File: src/rtl/irq_ctrl_pkg.sv
// Shared constants and helpers for the 6502 interrupt controller.
// Register map, mode encodings and the priority-encoder helper live here.
package irq_ctrl_pkg;

    localparam int MAX_SRC = 16;

    localparam logic [2:0] OFF_PEND_L = 3'd0;
    localparam logic [2:0] OFF_PEND_H = 3'd1;
    localparam logic [2:0] OFF_EN_L   = 3'd2;
    localparam logic [2:0] OFF_EN_H   = 3'd3;
    localparam logic [2:0] OFF_MODE_L = 3'd4;
    localparam logic [2:0] OFF_MODE_H = 3'd5;
    localparam logic [2:0] OFF_VECTOR = 3'd6;
    localparam logic [2:0] OFF_CTRL   = 3'd7;

    localparam logic MODE_EDGE  = 1'b1;
    localparam logic MODE_LEVEL = 1'b0;

    localparam logic [7:0] VEC_NONE = 8'h80;

    localparam int CTRL_GIE_BIT = 0;
    localparam int CTRL_NMI_BIT = 7;

    typedef struct packed {
        logic       valid;
        logic [3:0] idx;
    } prio_t;

    // Mask of implemented source bits for a controller with n sources.
    function automatic logic [MAX_SRC-1:0] src_mask(input int n);
        logic [MAX_SRC-1:0] m;
        m = '0;
        for (int i = 0; i < MAX_SRC; i++) begin
            if (i < n) m[i] = 1'b1;
        end
        return m;
    endfunction

    // Lowest set bit wins; scanning downward lets the lowest index overwrite.
    function automatic prio_t lowest_set(input logic [MAX_SRC-1:0] v);
        prio_t r;
        r = '0;
        for (int i = MAX_SRC - 1; i >= 0; i--) begin
            if (v[i]) begin
                r.valid = 1'b1;
                r.idx   = i[3:0];
            end
        end
        return r;
    endfunction

endpackage

File: src/rtl/irq_ctrl_sync_edge.sv
// Two-flop synchroniser with rising-edge detect for one asynchronous source.
// Module name is irq_sync_edge; one instance per interrupt input.
module irq_sync_edge (
    input  logic clk,
    input  logic res,
    input  logic d_i,
    output logic level_o,
    output logic rise_o
);

    logic       s1_q;
    logic       s2_q;
    logic       prev_q;
    logic [1:0] warm_q;

    // For the first two edges after reset the previous-value flop follows
    // stage 1, so it already agrees with stage 2 when detection starts and a
    // source that was high through reset is not mistaken for a new edge.
    always_ff @(posedge clk or negedge res) begin
        if (!res) begin
            s1_q   <= 1'b0;
            s2_q   <= 1'b0;
            prev_q <= 1'b0;
            warm_q <= 2'b00;
        end else begin
            // NOTE: sequential state uses non-blocking assignments so every flop
            // samples the pre-edge value of its neighbour, forming a true shift chain.
            s1_q   <= d_i;
            s2_q   <= s1_q;
            prev_q <= warm_q[1] ? s2_q : s1_q;
            warm_q <= {warm_q[0], 1'b1};
        end
    end

    assign level_o = s2_q;
    assign rise_o  = s2_q & ~prev_q;

endmodule

File: src/rtl/irq_ctrl.sv
// Memory-mapped interrupt controller: up to 16 maskable sources plus NMI,
// edge/level latching, priority vector and registered active-low IRQ/NMI.
module irq_ctrl
    import irq_ctrl_pkg::*;
#(
    parameter int          N_SRC     = 8,
    parameter logic [15:0] BASE_ADDR = 16'hFE00
) (
    input  logic             clk,
    input  logic             res,
    input  logic [15:0]      add_bus,
    input  logic [7:0]       d_in,
    output logic [7:0]       d_out,
    input  logic             write_en,
    input  logic             rdy,
    output logic             sel,
    input  logic [N_SRC-1:0] src,
    input  logic             nmi_src,
    output logic             IRQ,
    output logic             NMI
);

    localparam logic [MAX_SRC-1:0] VALID = src_mask(N_SRC);

    logic [2:0]         off;
    logic               wr;
    logic               rd_ack;

    logic [MAX_SRC-1:0] en_q, en_d;
    logic [MAX_SRC-1:0] mode_q, mode_d;
    logic [MAX_SRC-1:0] pend_q, pend_d;
    logic               gie_q, gie_d;
    logic               nmi_pend_q, nmi_pend_d;
    logic               irq_n_q, nmi_n_q;

    logic [MAX_SRC-1:0] src_lvl;
    logic [MAX_SRC-1:0] src_rise;
    logic [MAX_SRC-1:0] clr;
    logic [MAX_SRC-1:0] pend_en;
    logic               nmi_lvl_unused;
    logic               nmi_rise;
    logic               nmi_clr;
    prio_t              prio;

    assign sel = (add_bus[15:3] == BASE_ADDR[15:3]);
    assign off = add_bus[2:0];
    assign wr  = sel & write_en;

    // Unimplemented source slots are tied off so they can never pend.
    for (genvar i = 0; i < MAX_SRC; i++) begin : g_src
        if (i < N_SRC) begin : g_on
            irq_sync_edge u_sync (
                .clk     (clk),
                .res     (res),
                .d_i     (src[i]),
                .level_o (src_lvl[i]),
                .rise_o  (src_rise[i])
            );
        end else begin : g_off
            assign src_lvl[i]  = 1'b0;
            assign src_rise[i] = 1'b0;
        end
    end

    irq_sync_edge u_nmi_sync (
        .clk     (clk),
        .res     (res),
        .d_i     (nmi_src),
        .level_o (nmi_lvl_unused),
        .rise_o  (nmi_rise)
    );

    assign pend_en = pend_q & en_q;
    assign prio    = lowest_set(pend_en);
    assign rd_ack  = sel & ~write_en & rdy & (off == OFF_VECTOR) & prio.valid;
    assign nmi_clr = wr & (off == OFF_CTRL) & d_in[CTRL_NMI_BIT];

    // Clear requests: write-1-to-clear on PEND plus the VECTOR read acknowledge.
    always_comb begin
        // NOTE: every combinational output gets a default before any branch,
        // otherwise an unassigned path would infer a latch.
        clr = '0;
        if (wr && off == OFF_PEND_L) clr[7:0]  = d_in;
        if (wr && off == OFF_PEND_H) clr[15:8] = d_in;
        if (rd_ack) clr[prio.idx] = 1'b1;
    end

    always_comb begin
        en_d   = en_q;
        mode_d = mode_q;
        gie_d  = gie_q;
        if (wr) begin
            case (off)
                OFF_EN_L:   en_d[7:0]    = d_in;
                OFF_EN_H:   en_d[15:8]   = d_in;
                OFF_MODE_L: mode_d[7:0]  = d_in;
                OFF_MODE_H: mode_d[15:8] = d_in;
                OFF_CTRL:   gie_d        = d_in[CTRL_GIE_BIT];
                default:    ;
            endcase
        end
        en_d   = en_d & VALID;
        mode_d = mode_d & VALID;
    end

    // A new edge is OR-ed in after the clear, so a same-edge set always wins.
    always_comb begin
        pend_d = '0;
        for (int i = 0; i < MAX_SRC; i++) begin
            if (mode_q[i] == MODE_LEVEL) begin
                pend_d[i] = src_lvl[i];
            end else if (mode_q[i] == MODE_EDGE) begin
                pend_d[i] = src_rise[i] | (pend_q[i] & ~clr[i]);
            end
        end
        pend_d = pend_d & VALID;
    end

    assign nmi_pend_d = nmi_rise | (nmi_pend_q & ~nmi_clr);

    always_ff @(posedge clk or negedge res) begin
        if (!res) begin
            en_q       <= '0;
            mode_q     <= '0;
            pend_q     <= '0;
            gie_q      <= 1'b0;
            nmi_pend_q <= 1'b0;
            irq_n_q    <= 1'b1;
            nmi_n_q    <= 1'b1;
        end else begin
            en_q       <= en_d;
            mode_q     <= mode_d;
            pend_q     <= pend_d;
            gie_q      <= gie_d;
            nmi_pend_q <= nmi_pend_d;
            irq_n_q    <= ~(gie_q & |pend_en);
            nmi_n_q    <= ~nmi_pend_q;
        end
    end

    assign IRQ = irq_n_q;
    assign NMI = nmi_n_q;

    always_comb begin
        d_out = '0;
        if (sel) begin
            case (off)
                OFF_PEND_L: d_out = pend_q[7:0];
                OFF_PEND_H: d_out = pend_q[15:8];
                OFF_EN_L:   d_out = en_q[7:0];
                OFF_EN_H:   d_out = en_q[15:8];
                OFF_MODE_L: d_out = mode_q[7:0];
                OFF_MODE_H: d_out = mode_q[15:8];
                OFF_VECTOR: d_out = prio.valid ? {4'b0000, prio.idx} : VEC_NONE;
                OFF_CTRL: begin
                    d_out[CTRL_NMI_BIT] = nmi_pend_q;
                    d_out[CTRL_GIE_BIT] = gie_q;
                end
                default:    d_out = '0;
            endcase
        end
    end

endmodule
File: config.mk
export PLATFORM = sky130hd
export DESIGN_NAME = irq_ctrl
export DESIGN_NICKNAME = d
export VERILOG_FILES = /design/src/rtl/irq_ctrl_pkg.sv /design/src/rtl/irq_ctrl_sync_edge.sv /design/src/rtl/irq_ctrl.sv
export SDC_FILE = /design/constraint.sdc
export NUM_CORES = 1
export LEC_CHECK = 0
export ABC_AREA = 1
export CELL_PAD_IN_SITES_DETAIL_PLACEMENT = 0
export CELL_PAD_IN_SITES_GLOBAL_PLACEMENT = 2
export CORE_ASPECT_RATIO = 2
export CORE_UTILIZATION = 32
export CTS_BUF_LIST = sky130_fd_sc_hd__clkbuf_8
export CTS_CLUSTER_DIAMETER = 40
export DETAILED_ROUTE_END_ITERATION = 6
export MAX_ROUTING_LAYER = met4
export PLACE_DENSITY_LB_ADDON = 0.05
export SETUP_SLACK_MARGIN = 0.3
export SYNTH_ARGS = -nofsm -noshare
export SYNTH_HDL_FRONTEND = slang
export SYNTH_SLANG_ARGS = --single-unit
File: constraint.sdc
create_clock -name clk -period 1.8 [get_ports clk]
set_clock_uncertainty 0.05 [all_clocks]
set_input_delay 0.36 -clock clk [delete_from_list [all_inputs] [get_ports clk]]
set_output_delay 0.36 -clock clk [all_outputs]
set_load 0.01 [all_outputs]
**After elaboration in Yosys (flattened, before gate mapping)**

Cells that the tools add are included.
W data, S select, Z words.

- Latch bits: 0
- Register bits: 73
- Output and inout bits: 11
- Bits of input ports: 37
- Memories kept: 0
- Word-level logic and storage cells: 161
- Bits in read-only memories: 0
- RAM bits: 0

- Multipliers: 0
- $add $sub $neg: 0
- Mux-type cells: 42
- Divide/modulo/power cells: 0
- Order comparisons: 2
- Bitwise logic cells: 58
- Reductions and logical operators: 8
- Shift-type cells: 0
- Equality and inequality tests: 8

Operators by type and width:

| kind | count |
|---|---|
| $mux W5 | 16 |
| $mux W8 | 4 |
| $and A1 B1 Y1 | 26 |
| $pmux W6 S4 | 1 |
| $not A1 Y1 | 21 |
| $mux W1 | 18 |
| $reduce_or A16 Y1 | 1 |
| $eq A13 B13 Y1 const B | 1 |
| $eq A3 B3 Y1 const B | 4 |
| $pmux W1 S6 | 2 |
| $or A1 B1 Y1 | 9 |
| $and A8 B8 Y8 | 1 |
| $or A8 B8 Y8 | 1 |
| $eq A3 B2 Y1 const B | 2 |
| $reduce_and A2 Y1 | 3 |
| $lt A4 B5 Y1 const B | 1 |
| $demux W1 S4 | 1 |
| $ge A4 B1 Y1 const B | 1 |
| $eq A3 B1 Y1 const B | 1 |
| $logic_not A3 Y1 | 1 |
| $reduce_or A3 Y1 | 1 |
| $logic_and A1 B1 Y1 | 2 |

**Depth between registers and ports, before layout**

Gate-level depths: netlist of the first run.

- Word-level depth: 26
- Mapped depth: 12
- Depth with buffers taken out: 12

**By module**

A second synthesis of the first run with hierarchy kept.

- Cells, all modules: 385
- Area total of the unflattened synthesis: 3,286.9 µm²

Modules (own cells, without submodules):

| module | area an instance (µm²) | seq. area each (µm²) | instances | cells an instance |
|---|---|---|---|---|
| irq_ctrl | 1,901.8 | 703.2 | 1 | 277 |
| irq_sync_edge | 153.9 | 125.1 | 9 | 12 |

**Worst setup path before layout of the first run**

OpenSTA, ideal clock, no wires.

- Path kind: input to output
- From: in add_bus[8]
- To: out d_out[1]
- Required time: 1.390 ns
- Cell stages on the path: 5
- Path slack: 0.146 ns
- Arrival time: 1.244 ns
- Buffers on the path: 0
- Cell sequence: nor2_2 -> nand3_2 -> nor2_4 -> nand2_1 -> a41oi_1

- Longest elaborated chain between the ends: 2

Ends and longest elaborated chain:

| element | line | source |
|---|---|---|
| start, declared | irq_ctrl.sv:11 | `input logic [15:0] add_bus,` |
| $eq A13 B13 Y1 | irq_ctrl.sv:45 | `assign sel = (add_bus[15:3] == BASE_ADDR[15:3]);` |
| named net sel | irq_ctrl.sv:16 | `output logic sel,` |
| $mux W8 | irq_ctrl.sv:146 | `if (sel) begin` |
| end, declared | irq_ctrl.sv:13 | `output logic [7:0] d_out,` |

The timed path passes the listed nets, and every way through them passes these cells.

**Final worst setup path of the first run**

- From: reg en_q[7]
- To: out d_out[0]

- Longest elaborated chain between the ends: 12

Ends and longest elaborated chain:

| element | line | source |
|---|---|---|
| start, declared | irq_ctrl.sv:29 | `logic [MAX_SRC-1:0] en_q, en_d;` |
| start signal, assigned | irq_ctrl.sv:131 | `en_q <= en_d;` |
| $and A8 B8 Y8 | irq_ctrl.sv:73 | `assign pend_en = pend_q & en_q;` |
| $mux W5 (8 in a row) | irq_ctrl_pkg.sv:44 | `if (v[i]) begin` |
| $mux W8 | irq_ctrl.sv:154 | `OFF_VECTOR: d_out = prio.valid ? {4'b0000, prio.idx} : VEC_NONE;` |
| $pmux W1 S6 | irq_ctrl.sv:147 | `case (off)` |
| $mux W8 | irq_ctrl.sv:146 |  |

No other way between the ends.

==> impl_results.md, run 1 <==
- Worst path most repeated cell: nand2_1
- Slowest-stage cell, CP: dfrtp_1
- Global-route met1 utilization: 0.198
- Met3 GRT Util: 0.0372
- Data arrival, critical path: around 1.5 ns
- Sequential area share after synthesis: 0.527
- Drt via density: 4.53
- Layout area overhead: 61.1%
- Hold EP: g_src[0].g_on.u_sync.warm_q[1]$_DFF_PN0_
- Hold/Removal Path Class: register to register
- Via Count: 2465
- Post-Syn Area: between 2000 and 3000 sq um
- Hold Vio Cnt, Final: 0
- Clock power share: 0.382
- Unrepaired setup endpoints after global routing: true
- Most frequent cells in the layout: nand2_1 (97), dfrtp_1 (55), buf_4 (46)
- FF-to-FF Start: en_q[7]$_DFFE_PN0P_
- Mean Syn Cell Area: 8.50 sq um
- Switching pwr: 0.000631 W
- Min-delay src: u_nmi_sync.warm_q[0]$_DFF_PN0_
- CTS clk-pin slew, worst paths: 0.06 ns
- H-tree levels: 3
- Synth Instances: 319
- Total CTS buffers: 9
- Cells on Worst Hold Path: 0
- Global routing's busiest layer: met2
- Clk_lat worst skew: 0.33 ns
- Worst Setup SP: en_q[7]$_DFFE_PN0P_
- Reg2Reg Setup Slack: 0.23 ns
- Setup slack after layout: -0.120 ns
- WL final: roughly 7900 um
- Outcome: finished with violations
- Fin area: around 4400 sq um
- Setup violations, final: 4
- CTS tree: yes
- Critical path's largest stage delay: 0.36 ns
- Post-Syn Nets: 356
- Fin nets: 480
- Initial antenna violation count: 0
- Die height: between 100 and 150 um
- Dpl ws: -0.873 ns
- I/O Buffers: between 40 and 50
- Number of global-route vias before repair: 2568
- Max Cap Violations: 0
- Yosys cell types: 27
- ANT nets after route: 0
- CP cell instances: nand2_2 -> inv_1 -> nand2_1 -> nand2_1 -> nand2_1 -> nand2_1 -> nand2_2 -> nand2_2 -> nand3_2 -> a21oi_2 -> buf_2
- Core area: 8230 sq um
- Die Wd: 67.1 um
- Row Count: 47
- Comb power frac: 0.112
- Pins Over Slew Limit: 0
- Post-synthesis async set-or-reset flop share: 1.00
- Dpl hpwl: 5390 um
- DRC errors left: 0
- CP max FO: 2
- GR Util All Layers: 0.194
- Worst Path Required: roughly 1.4 ns
- Routed WL per cell: roughly 15 um
- Critical path class: register to primary output
- Post-synth top flop: dfrtp_1
- Synth warn: 0
- Failing checks: negative setup slack
- Initial core utilization: 0.329
- Seq cells post-synth: 57
- VDD IR max: 0.000531 V
- Clock Tree Buf Depth: 2
- Post-synth EDFFs: 0
- Drt pass-1 iters: 4
- Placed cell area: 3660 sq um
- Tcrit/Tclk final: 1.07
- GP Congestion: 0.845
- Pint: 0.00204 W
- Seq pwr share: 0.506
- 1st-iter DRT viols: 51
- Crit start category: register
- Total Power: 0.00267 W
- R2R Path End: pend_q[7]$_DFF_PN0_
- Most common cell after layout, fill and taps aside: nand2_1
- Met2 Use GR: 0.339
- Largest net degree at the start of global routing: 58
- Clock root cell: clkbuf_8
- I/O Pins: 48
- CP Capture Type: primary output
- Diode count: 0
- CTS sink cnt: 57
- Switching Fraction: 0.236
- Biggest area consumer among synthesized cells: dfrtp_1
- Static Leakage: 2.09 nW
- Achievable Freq: around 520 MHz
- DIE AREA: 8870 sq um
- Fraction of layout cells with a size suffix above 1: 0.473
- GRT overflow: 0
- Area contributors post-synth: dfrtp_1 (51%), nand2_1 (17%), inv_1 (5.7%)
- Synth top area share: 0.507
- PD cells: 612 nW/um^2
- First-pass GRT wire length: 12000 um
- Final min period: 1.92 ns
- R2R cell count: 11
- Fill count: 813
==> layout make-up <==
type	instances	area (sq um)	area share
flip-flops and latches	57	1430	0.327
inverters	46	201	0.0461
repair buffers	113	990	0.226
well taps	98	123	0.0281
clock inverters	3	17.5	0.00401
multi-input cells	214	1440	0.330
clock buffers	11	151	0.0346
repair inverters	2	15.0	0.00344
==> what timing repair did <==
item / CTS / global route
buffers inserted: 21 / 3
cloned: 2 / 2
pin swaps: 29 / 17
gates resized for setup: 164 / 48
endpoints found under the hold margin: 55 / 0
hold buffers: 1 / 0
endpoints found under the setup margin: 37 / 36
==> worst max-delay path: cells and delay by family (launching register included) <==
family                 cells  cell delay [ns]
AND/OR/NAND/NOR            8             0.50
AO/OA/AOI/OAI              1             0.12
buffers and inverters      2             0.19
flip-flops                 1             0.36
==> per-layer routing <==
metal	up-vias	part of all wire
met4	0	0.037
li1	1246	-
met2	50	0.56
met1	1148	0.37
met3	21	0.033
met5	-	0
==> cells in the mapped netlist (2+ instances only) <==
cell and n:
a21oi_1 4, a31oi_1 4, a41oi_1 3, buf_6 2, dfrtp_1 55, dfstp_2 2, inv_1 41, inv_2 4
mux2_2 8, nand2_1 126, nand2_2 4, nand2_4 3, nand3_1 8, nand4_1 4, nor2_1 14, nor2_2 3
nor2_4 2, o21ai_0 4, o21ai_1 3, o21ai_2 16, o21bai_1 3
==> worst max path at each step <==
stage | to | slack, ns | depth (start not counted)
2_1_floorplan | d_out[1] | 0.23 | 6
3_3_place_gp | d_out[1] | -0.83 | 8
3_5_place_dp | d_out[1] | -0.87 | 8
4_1_cts | d_out[0] | -0.14 | 11
5_1_grt | d_out[0] | -0.21 | 11
6_report | d_out[0] | -0.12 | 11
==> logic make-up (layout without fill, tap and decap cells) <==
| group | after synthesis | count (layout) | synth area share |
|---|---|---|---|
| AND/OR/NAND/NOR | 165 | 167 | 0.258 |
| flip-flops | 57 | 57 | 0.527 |
| buffers and inverters | 50 | 175 | 0.0780 |
| AO/OA/AOI/OAI | 38 | 38 | 0.102 |
| multiplexers | 8 | 8 | 0.0332 |
| other | 1 | 1 | 0.00138 |
==> power by group through the flow <==
stage	Sequential (W)	Combinational (W)	Clock [W]
2_1_floorplan	0.00137	0.0000695	0
3_3_place_gp	0.00137	0.000233	0
3_5_place_dp	0.00138	0.000234	0
4_1_cts	0.00135	0.000274	0.00107
5_1_grt	0.00136	0.000327	0.00112
6_report	0.00135	0.000300	0.00102
==> state kept, by name (all words and copies together) (netlist names) <==
name and flops:
u_nmi_sync.level_o 1, g_src.g_on.u_sync.prev_q 8, NMI 1, IRQ 1, g_src.g_on.u_sync.s1_q 8, pend_q 8, u_nmi_sync.warm_q 1, u_nmi_sync.s1_q 1
nmi_pend_q 1, u_nmi_sync.prev_q 1, en_q 8, mode_q 8, g_src.g_on.u_sync.level_o 8, gie_q 1, g_src.g_on.u_sync.warm_q 1
==> metrics by stage <==
stage / hold WS (ns) / setup TNS [ns] / util / instances
after global routing: 0.319 / -0.758 / 0.531 / 544
after floorplan: 0.0144 / 0 / - / 319
after global placement: 0.286 / -16.77 / 0.445 / 501
after detailed placement: 0.292 / -17.75 / 0.445 / 501
final: 0.303 / -0.333 / 0.531 / 544
after CTS: 0.306 / -0.506 / 0.504 / 539
Note: power is estimated with default switching activity, not from simulation.
==> inputs of run 2 (changes only) <==
CORE_MARGIN = 2   (was not set)
CORE_UTILIZATION = 34   (was 32)
SYNTH_HIERARCHICAL = 1   (was not set)
==> impl_results.md, run 2 <==
- CTS tree: yes (unchanged)
- First-pass GRT wire length: 13200 um (was 12000 um)
- R2R Path End: pend_q[3]$_DFF_PN0_ (was pend_q[7]$_DFF_PN0_)
- Hold EP: g_src[7].g_on.u_sync/warm_q[1]$_DFF_PN0_ (was g_src[0].g_on.u_sync.warm_q[1]$_DFF_PN0_)
- GR Util All Layers: 0.175 (was 0.194)
- DRC errors left: 0 (unchanged)
- Via Count: 2766 (was 2465)
- FF-to-FF Start: pend_q[6]$_DFF_PN0_ (was en_q[7]$_DFFE_PN0P_)
- Largest net degree at the start of global routing: 36 (was 58)
- Clock root cell: clkbuf_8 (unchanged)
- Total CTS buffers: 9 (unchanged)
- Total Power: 0.00331 W (was 0.00267 W)
- Most numerous cell in the Yosys netlist: nand2_1 (unchanged)
- Worst Path Required: 1.39 ns (about the same)
- Commonest cells in the netlist: nand2_1 (116), dfrtp_1 (71), inv_1 (61), nor2_1 (35), o21ai_2 (16) (was nand2_1 (126), dfrtp_1 (55), inv_1 (41), o21ai_2 (16), nor2_1 (14))
- Fin cells: 610 (was 544)
- Crit start category: register (unchanged)
- Initial core utilization: 0.350 (was 0.329)
- Cells on Worst Hold Path: 0 (unchanged)
- Setup violations, final: 4 (unchanged)
- Setup slack after layout: -0.186 ns (was -0.120 ns)
- Drt pass-1 iters: 4 (unchanged)
- Initial antenna violation count: 0 (unchanged)
- Synth Instances: 385 (was 319)
- Min-delay src: g_src[7].g_on.u_sync/warm_q[0]$_DFF_PN0_ (was u_nmi_sync.warm_q[0]$_DFF_PN0_)
- Number of flip-flops in the largest register: 16
- CP Capture Type: primary output (unchanged)
- Outcome: finished with violations (unchanged)
- Max Cap Violations: 0 (unchanged)
- Synth warn: 6 (was 0)
- Critical path class: register to primary output (unchanged)
- Post-Syn Nets: 422 (was 356)
- CP max FO: 3 (was 2)
- Hold/Removal Path Class: register to register (unchanged)
- Placed cell count: 582 (was 501)
- Unrepaired setup endpoints after global routing: true (unchanged)
- Routed WL per cell: 13.2 um (was 14.6 um)
- Largest register by flop count: g_src.g_on.u_sync/warm_q
- Synth top area share: 0.541 (was 0.507)
- Layout area overhead: 46.2% (was 61.1%)
- CP cell instances: nand2_1 -> nand2_2 -> nor2_4 -> nand3_2 -> o221ai_1 -> a21oi_1 -> a21oi_2 -> buf_2 (was nand2_2 -> inv_1 -> nand2_1 -> nand2_1 -> nand2_1 -> nand2_1 -> nand2_2 -> nand2_2 -> nand3_2 -> a21oi_2 -> buf_2)
- End-of-flow core utilization: 0.512 (was 0.531)
- Static Leakage: 2.40 nW (was 2.09 nW)
- Final min period: 1.99 ns (was 1.92 ns)
- Die height: 143 um (was 132 um)
- Biggest area consumer among synthesized cells: dfrtp_1 (unchanged)
- CTS sink cnt: 73 (was 57)
- Clk_lat worst skew: 0.34 ns (was 0.33 ns)
- Fraction of layout cells with a size suffix above 1: 0.389 (was 0.473)
- Pins Over Slew Limit: 0 (unchanged)
- 1st-iter DRT viols: 88 (was 51)
- CP delay by family, top: simple AND/OR/NAND/NOR gates (unchanged)
- Core area: 9380 sq um (was 8230 sq um)
- Dpl hpwl: 6160 um (was 5390 um)
- Die Wd: 73.5 um (was 67.1 um)
- PD cells: 690 nW/um^2 (was 612 nW/um^2)
- Critical path's largest stage delay: 0.38 ns (was 0.36 ns)
- Yosys cell types: 27 (unchanged)
- Most frequent cells in the layout: nand2_1 (90), dfrtp_1 (71), inv_1 (57), buf_4 (57), nor2_1 (29) (was nand2_1 (97), dfrtp_1 (55), buf_4 (46))
- Post-synth EDFFs: 0 (unchanged)
- Clock Tree Buf Depth: 2 (unchanged)
- WL final: 8070 um (was 7940 um)
- Sequential area share after synthesis: 0.557 (was 0.527)
- Number of global-route vias before repair: 2867 (was 2568)
- GP Congestion: 0.841 (was 0.845)
- Seq cells post-synth: 73 (was 57)
- Drt via density: 4.53 (about the same)
- Most common cell after layout, fill and taps aside: nand2_1 (unchanged)
- CTS clk-pin slew, worst paths: 0.08 ns (was 0.06 ns)
- Row Count: 50 (was 47)
- Post-Syn Area: 3290 sq um (was 2710 sq um)
- Hold slack final: 0.296 ns (was 0.303 ns)
- Slowest-stage cell, CP: dfrtp_1 (unchanged)
- GRT overflow: 0 (unchanged)
- Area contributors post-synth: dfrtp_1 (54%), nand2_1 (13%), inv_1 (7.0%) (was dfrtp_1 (51%), nand2_1 (17%), inv_1 (5.7%))
- Post-synth top flop: dfrtp_1 (unchanged)
- VDD IR max: 0.000593 V (was 0.000531 V)
- Diode count: 0 (unchanged)
- H-tree levels: 3 (unchanged)
- Reg2Reg Setup Slack: 0.18 ns (was 0.23 ns)
- Tcrit/Tclk final: 1.10 (was 1.07)
- I/O Buffers: 47 (unchanged)
- R2R cell count: 10 (was 11)
- Failing checks: negative setup slack (unchanged)
- Data arrival, critical path: 1.58 ns (was 1.51 ns)
- Mean Syn Cell Area: 8.54 sq um (was 8.50 sq um)
- Fin nets: 538 (was 480)
- Post-synthesis async set-or-reset flop share: 1.00 (unchanged)
- Buf/Inv on CP: 1 (was 2)
- I/O Pins: 48 (unchanged)
- Achievable Freq: 504 MHz (was 521 MHz)
- ANT nets after route: 0 (unchanged)
- Hold Vio Cnt, Final: 0 (unchanged)
- DIE AREA: 10500 sq um (was 8870 sq um)
==> run 2: changes by cell type after synthesis, sizes merged, moves of 10 or more <==
cell   before  now
dfrtp      55   71
inv        45   61
nand2     133  123
nor2       19   49
==> run 2: cell type report <==
class / instances / area [sq um]
fill: 919 / 4580
multi-input combinational: 246 / 1470
clock inverter: 7 / 68.8
sequential: 73 / 1830
inverter: 63 / 251
clock buffer: 9 / 124
timing repair buffer: 108 / 933
tap: 104 / 130
==> run 2: worst max path at each step <==
stage                                    from       end  cells after the start
after floorplan                   add_bus[12]  d_out[0]                      6
after global placement             add_bus[1]  d_out[7]                      9
after detailed placement          add_bus[12]  d_out[2]                      8
after CTS                 pend_q[6]$_DFF_PN0_  d_out[0]                     10
after global routing      en_q[7]$_DFFE_PN0P_  d_out[0]                     11
final                     pend_q[5]$_DFF_PN0_  d_out[7]                      8
==> run 2: worst register-to-register path, stage by stage, from the launching register on <==
cell and delay, ns:
dfrtp_1 0.39, nand2_1 0.11, nand2_2 0.06, nand2_1 0.05
nand2_1 0.05, nand2_1 0.07, nand2_2 0.07, nand2_2 0.07
nand2_1 0.23, o21bai_1 0.27, a21oi_1 0.09
==> run 2: timing repair <==
| action | 4_1_cts | 5_1_grt |
|---|---|---|
| hold buffers | 1 | 0 |
| cloned | 1 | 0 |
| endpoints found under the hold margin | 30 | 0 |
| setup buffers | 8 | 2 |
| gates resized for setup | 173 | 25 |
| endpoints found under the setup margin | 37 | 17 |
| pin swaps | 19 | 17 |
==> run 2: kinds of logic (layout without fill, tap and decap cells) <==
family	after synthesis	count (layout)	share of synthesized area
other	9	9	0.0103
buffers and inverters	66	187	0.0818
DFF	73	73	0.557
and+or+nand+nor	191	191	0.254
AOI/OAI and AO/OA	46	46	0.0975
==> run 2: where the power goes <==
part / internal [W] / switching, W / total (W)
logic: 0.000165 / 0.000164 / 0.000329
clock network: 0.000640 / 0.000609 / 0.00125
registers: 0.00170 / 0.0000320 / 0.00174
total: 0.00251 / 0.000805 / 0.00331
==> run 2: metal layers <==
layer,GRT usage,wire (um),part of all wire
met1,0.177,3000,0.37
met2,0.306,4490,0.56
met3,0.0353,302,0.037
met4,0.0938,283,0.035
met5,-,0,0
==> run 2: per-stage QoR <==
step | setup TNS [ns] | worst slack [ns] | instance area [sq um]
3_3_place_gp | -14.94 | -0.918 | 4320
4_1_cts | -0.851 | -0.243 | 4690
6_report | -0.629 | -0.186 | 4800
2_1_floorplan | 0 | 0.227 | 3350
3_5_place_dp | -15.49 | -0.899 | 4320
5_1_grt | -1.11 | -0.317 | 4800
==> inputs of run 3 (changes only) <==
ABC_CLOCK_PERIOD_IN_PS = 1800   (was not set)
GPL_ROUTABILITY_DRIVEN = 0   (was not set)
SKIP_LAST_GASP = 1   (was not set)
==> impl_results.md, run 3 (same netlist as run 2, synthesis figures left out) <==
- Diode count: 0 (unchanged)
- GRT overflow: 0 (unchanged)
- Multi-input logic area: 1470 sq um (unchanged)
- Final min period: 1.99 ns (unchanged)
- Via Count: 2766 (unchanged)
- Clk_lat worst skew: 0.34 ns (about the same)
- CP max FO: 3 (unchanged)
- Dpl hpwl: 6160 um (unchanged)
- Fin nets: 538 (unchanged)
- Largest net degree at the start of global routing: 36 (unchanged)
- Sequential cell area: 1830 sq um (unchanged)
- Hold Vio Cnt, Final: 0 (unchanged)
- Initial core utilization: 0.350 (unchanged)
- I/O Pins: 48 (unchanged)
- CTS clk-pin slew, worst paths: 0.08 ns (about the same)
- Failing checks: negative setup slack (unchanged)
- Clock root cell: clkbuf_8 (unchanged)
- End-of-flow core utilization: 0.512 (about the same)
- Initial antenna violation count: 0 (unchanged)
- CTS sink cnt: 73 (unchanged)
- H-tree levels: 3 (unchanged)
- I/O Buffers: 47 (unchanged)
- Hold/Removal Path Class: register to register (unchanged)
- Drt via density: 4.53 (unchanged)
- Routed WL per cell: 13.2 um (unchanged)
- Dpl ws: -0.899 ns (unchanged)
- Tcrit/Tclk final: 1.10 (unchanged)
- Setup TNS: -0.629 ns (unchanged)
- CTS tree: yes (unchanged)
- Die height: 143 um (unchanged)
- Setup violations, final: 4 (unchanged)
- Total CTS buffers: 9 (unchanged)
- ANT nets after route: 0 (unchanged)
- Static Leakage: 2.40 nW (about the same)
- Crit start category: register (unchanged)
- DRC errors left: 0 (unchanged)
- DIE AREA: 10500 sq um (unchanged)
- Number of global-route vias before repair: 2867 (unchanged)
- Drt pass-1 iters: 4 (unchanged)
- Worst Path Required: 1.39 ns (about the same)
- GR Util All Layers: 0.175 (unchanged)
- Data arrival, critical path: 1.58 ns (about the same)
- Largest register by flop count: g_src.g_on.u_sync/warm_q (unchanged)
- Outcome: finished with violations (unchanged)
- Setup slack after layout: -0.186 ns (unchanged)
- Achievable Freq: 504 MHz (unchanged)
- Number of flip-flops in the largest register: 16 (unchanged)
- PD cells: 690 nW/um^2 (about the same)
- Fill count: 920 (was 919)
- CP Capture Type: primary output (unchanged)
- 1st-iter DRT viols: 88 (unchanged)
- Clock Tree Buf Depth: 2 (unchanged)
- Max Cap Violations: 0 (unchanged)
- Most frequent cells in the layout: nand2_1 (90), dfrtp_1 (71), inv_1 (57), buf_4 (57), nor2_1 (29) (unchanged)
- WL final: 8070 um (unchanged)
- First-pass GRT wire length: 13200 um (unchanged)
- Layout area overhead: 46.1% (was 46.2%)
- Core area: 9380 sq um (unchanged)
- VDD IR max: 0.000593 V (unchanged)
- Critical path class: register to primary output (unchanged)
- Fraction of layout cells with a size suffix above 1: 0.389 (unchanged)
- Die Wd: 73.5 um (unchanged)
- Pins Over Slew Limit: 0 (unchanged)
- Most common cell after layout, fill and taps aside: nand2_1 (unchanged)
- Unrepaired setup endpoints after global routing: true (unchanged)
- Row Count: 50 (unchanged)
-- run 3: critical path, cell delays in order (launching register included) --
cell and delay (ns):
dfrtp_1 0.38, nand2_1 0.10, nand2_2 0.09, nor2_4 0.13, nand3_2 0.10, o221ai_1 0.08, a21oi_1 0.07, a21oi_2 0.14
buf_2 0.14
-- run 3: power by group --
group | internal, W | leakage (nW) | switching, W | total, W
registers | 0.00170 | 0.888 | 0.0000320 | 0.00174
logic | 0.000164 | 1.41 | 0.000164 | 0.000328
clock network | 0.000640 | 0.101 | 0.000609 | 0.00125
-- run 3: layout make-up --
type                       instances  area share
clock inverter                     7      0.0143
tap                              104      0.0271
inverter                          63      0.0524
clock buffer                       9      0.0258
sequential                        73       0.381
timing repair buffer             108       0.194
multi-input combinational        246       0.306
-- run 3: final timing paths --
| kind | start | to | slack, ns | depth (start not counted) |
|---|---|---|---|---|
| max | pend_q[5]$_DFF_PN0_ | d_out[7] | -0.19 | 8 |
| min | g_src[7].g_on.u_sync/warm_q[0]$_DFF_PN0_ | g_src[7].g_on.u_sync/warm_q[1]$_DFF_PN0_ | 0.30 | 0 |
| min reg2reg | g_src[7].g_on.u_sync/warm_q[0]$_DFF_PN0_ | g_src[7].g_on.u_sync/warm_q[1]$_DFF_PN0_ | 0.30 | 0 |
| min in group asynchronous | res | gie_q$_DFFE_PN0P_ | 0.45 | 2 |
| max reg2reg | pend_q[6]$_DFF_PN0_ | pend_q[3]$_DFF_PN0_ | 0.18 | 10 |
| max in group asynchronous | res | en_q[4]$_DFFE_PN0P_ | 0.67 | 3 |
-- run 3: timing repair --
action,in CTS,in global routing
setup buffers,8,2
endpoints found under the hold margin,30,0
cloned,1,0
gates resized for setup,169,27
hold buffers,1,0
pin swaps,19,17
setup endpoints to repair,37,17
-- run 3: routing by layer --
metal  global-route usage  vias to the layer above  routed length (um)
met5                    -                        -                   0
met4               0.0938                        0                 283
met3               0.0353                       16                 302
met2                0.306                       56                4490
met1                0.177                     1290                3000
li1                     -                     1404                   -
-- run 3: per-stage QoR --
step / power [W] / hold WS (ns) / cells / area [sq um]
after detailed placement: 0.00207 / 0.288 / 582 / 4320
after floorplan: 0.00186 / 0.0144 / 385 / 3350
after global placement: 0.00206 / 0.283 / 582 / 4320
after global routing: 0.00349 / 0.306 / 610 / 4800
final: 0.00331 / 0.296 / 610 / 4800
after CTS: 0.00336 / 0.300 / 608 / 4680
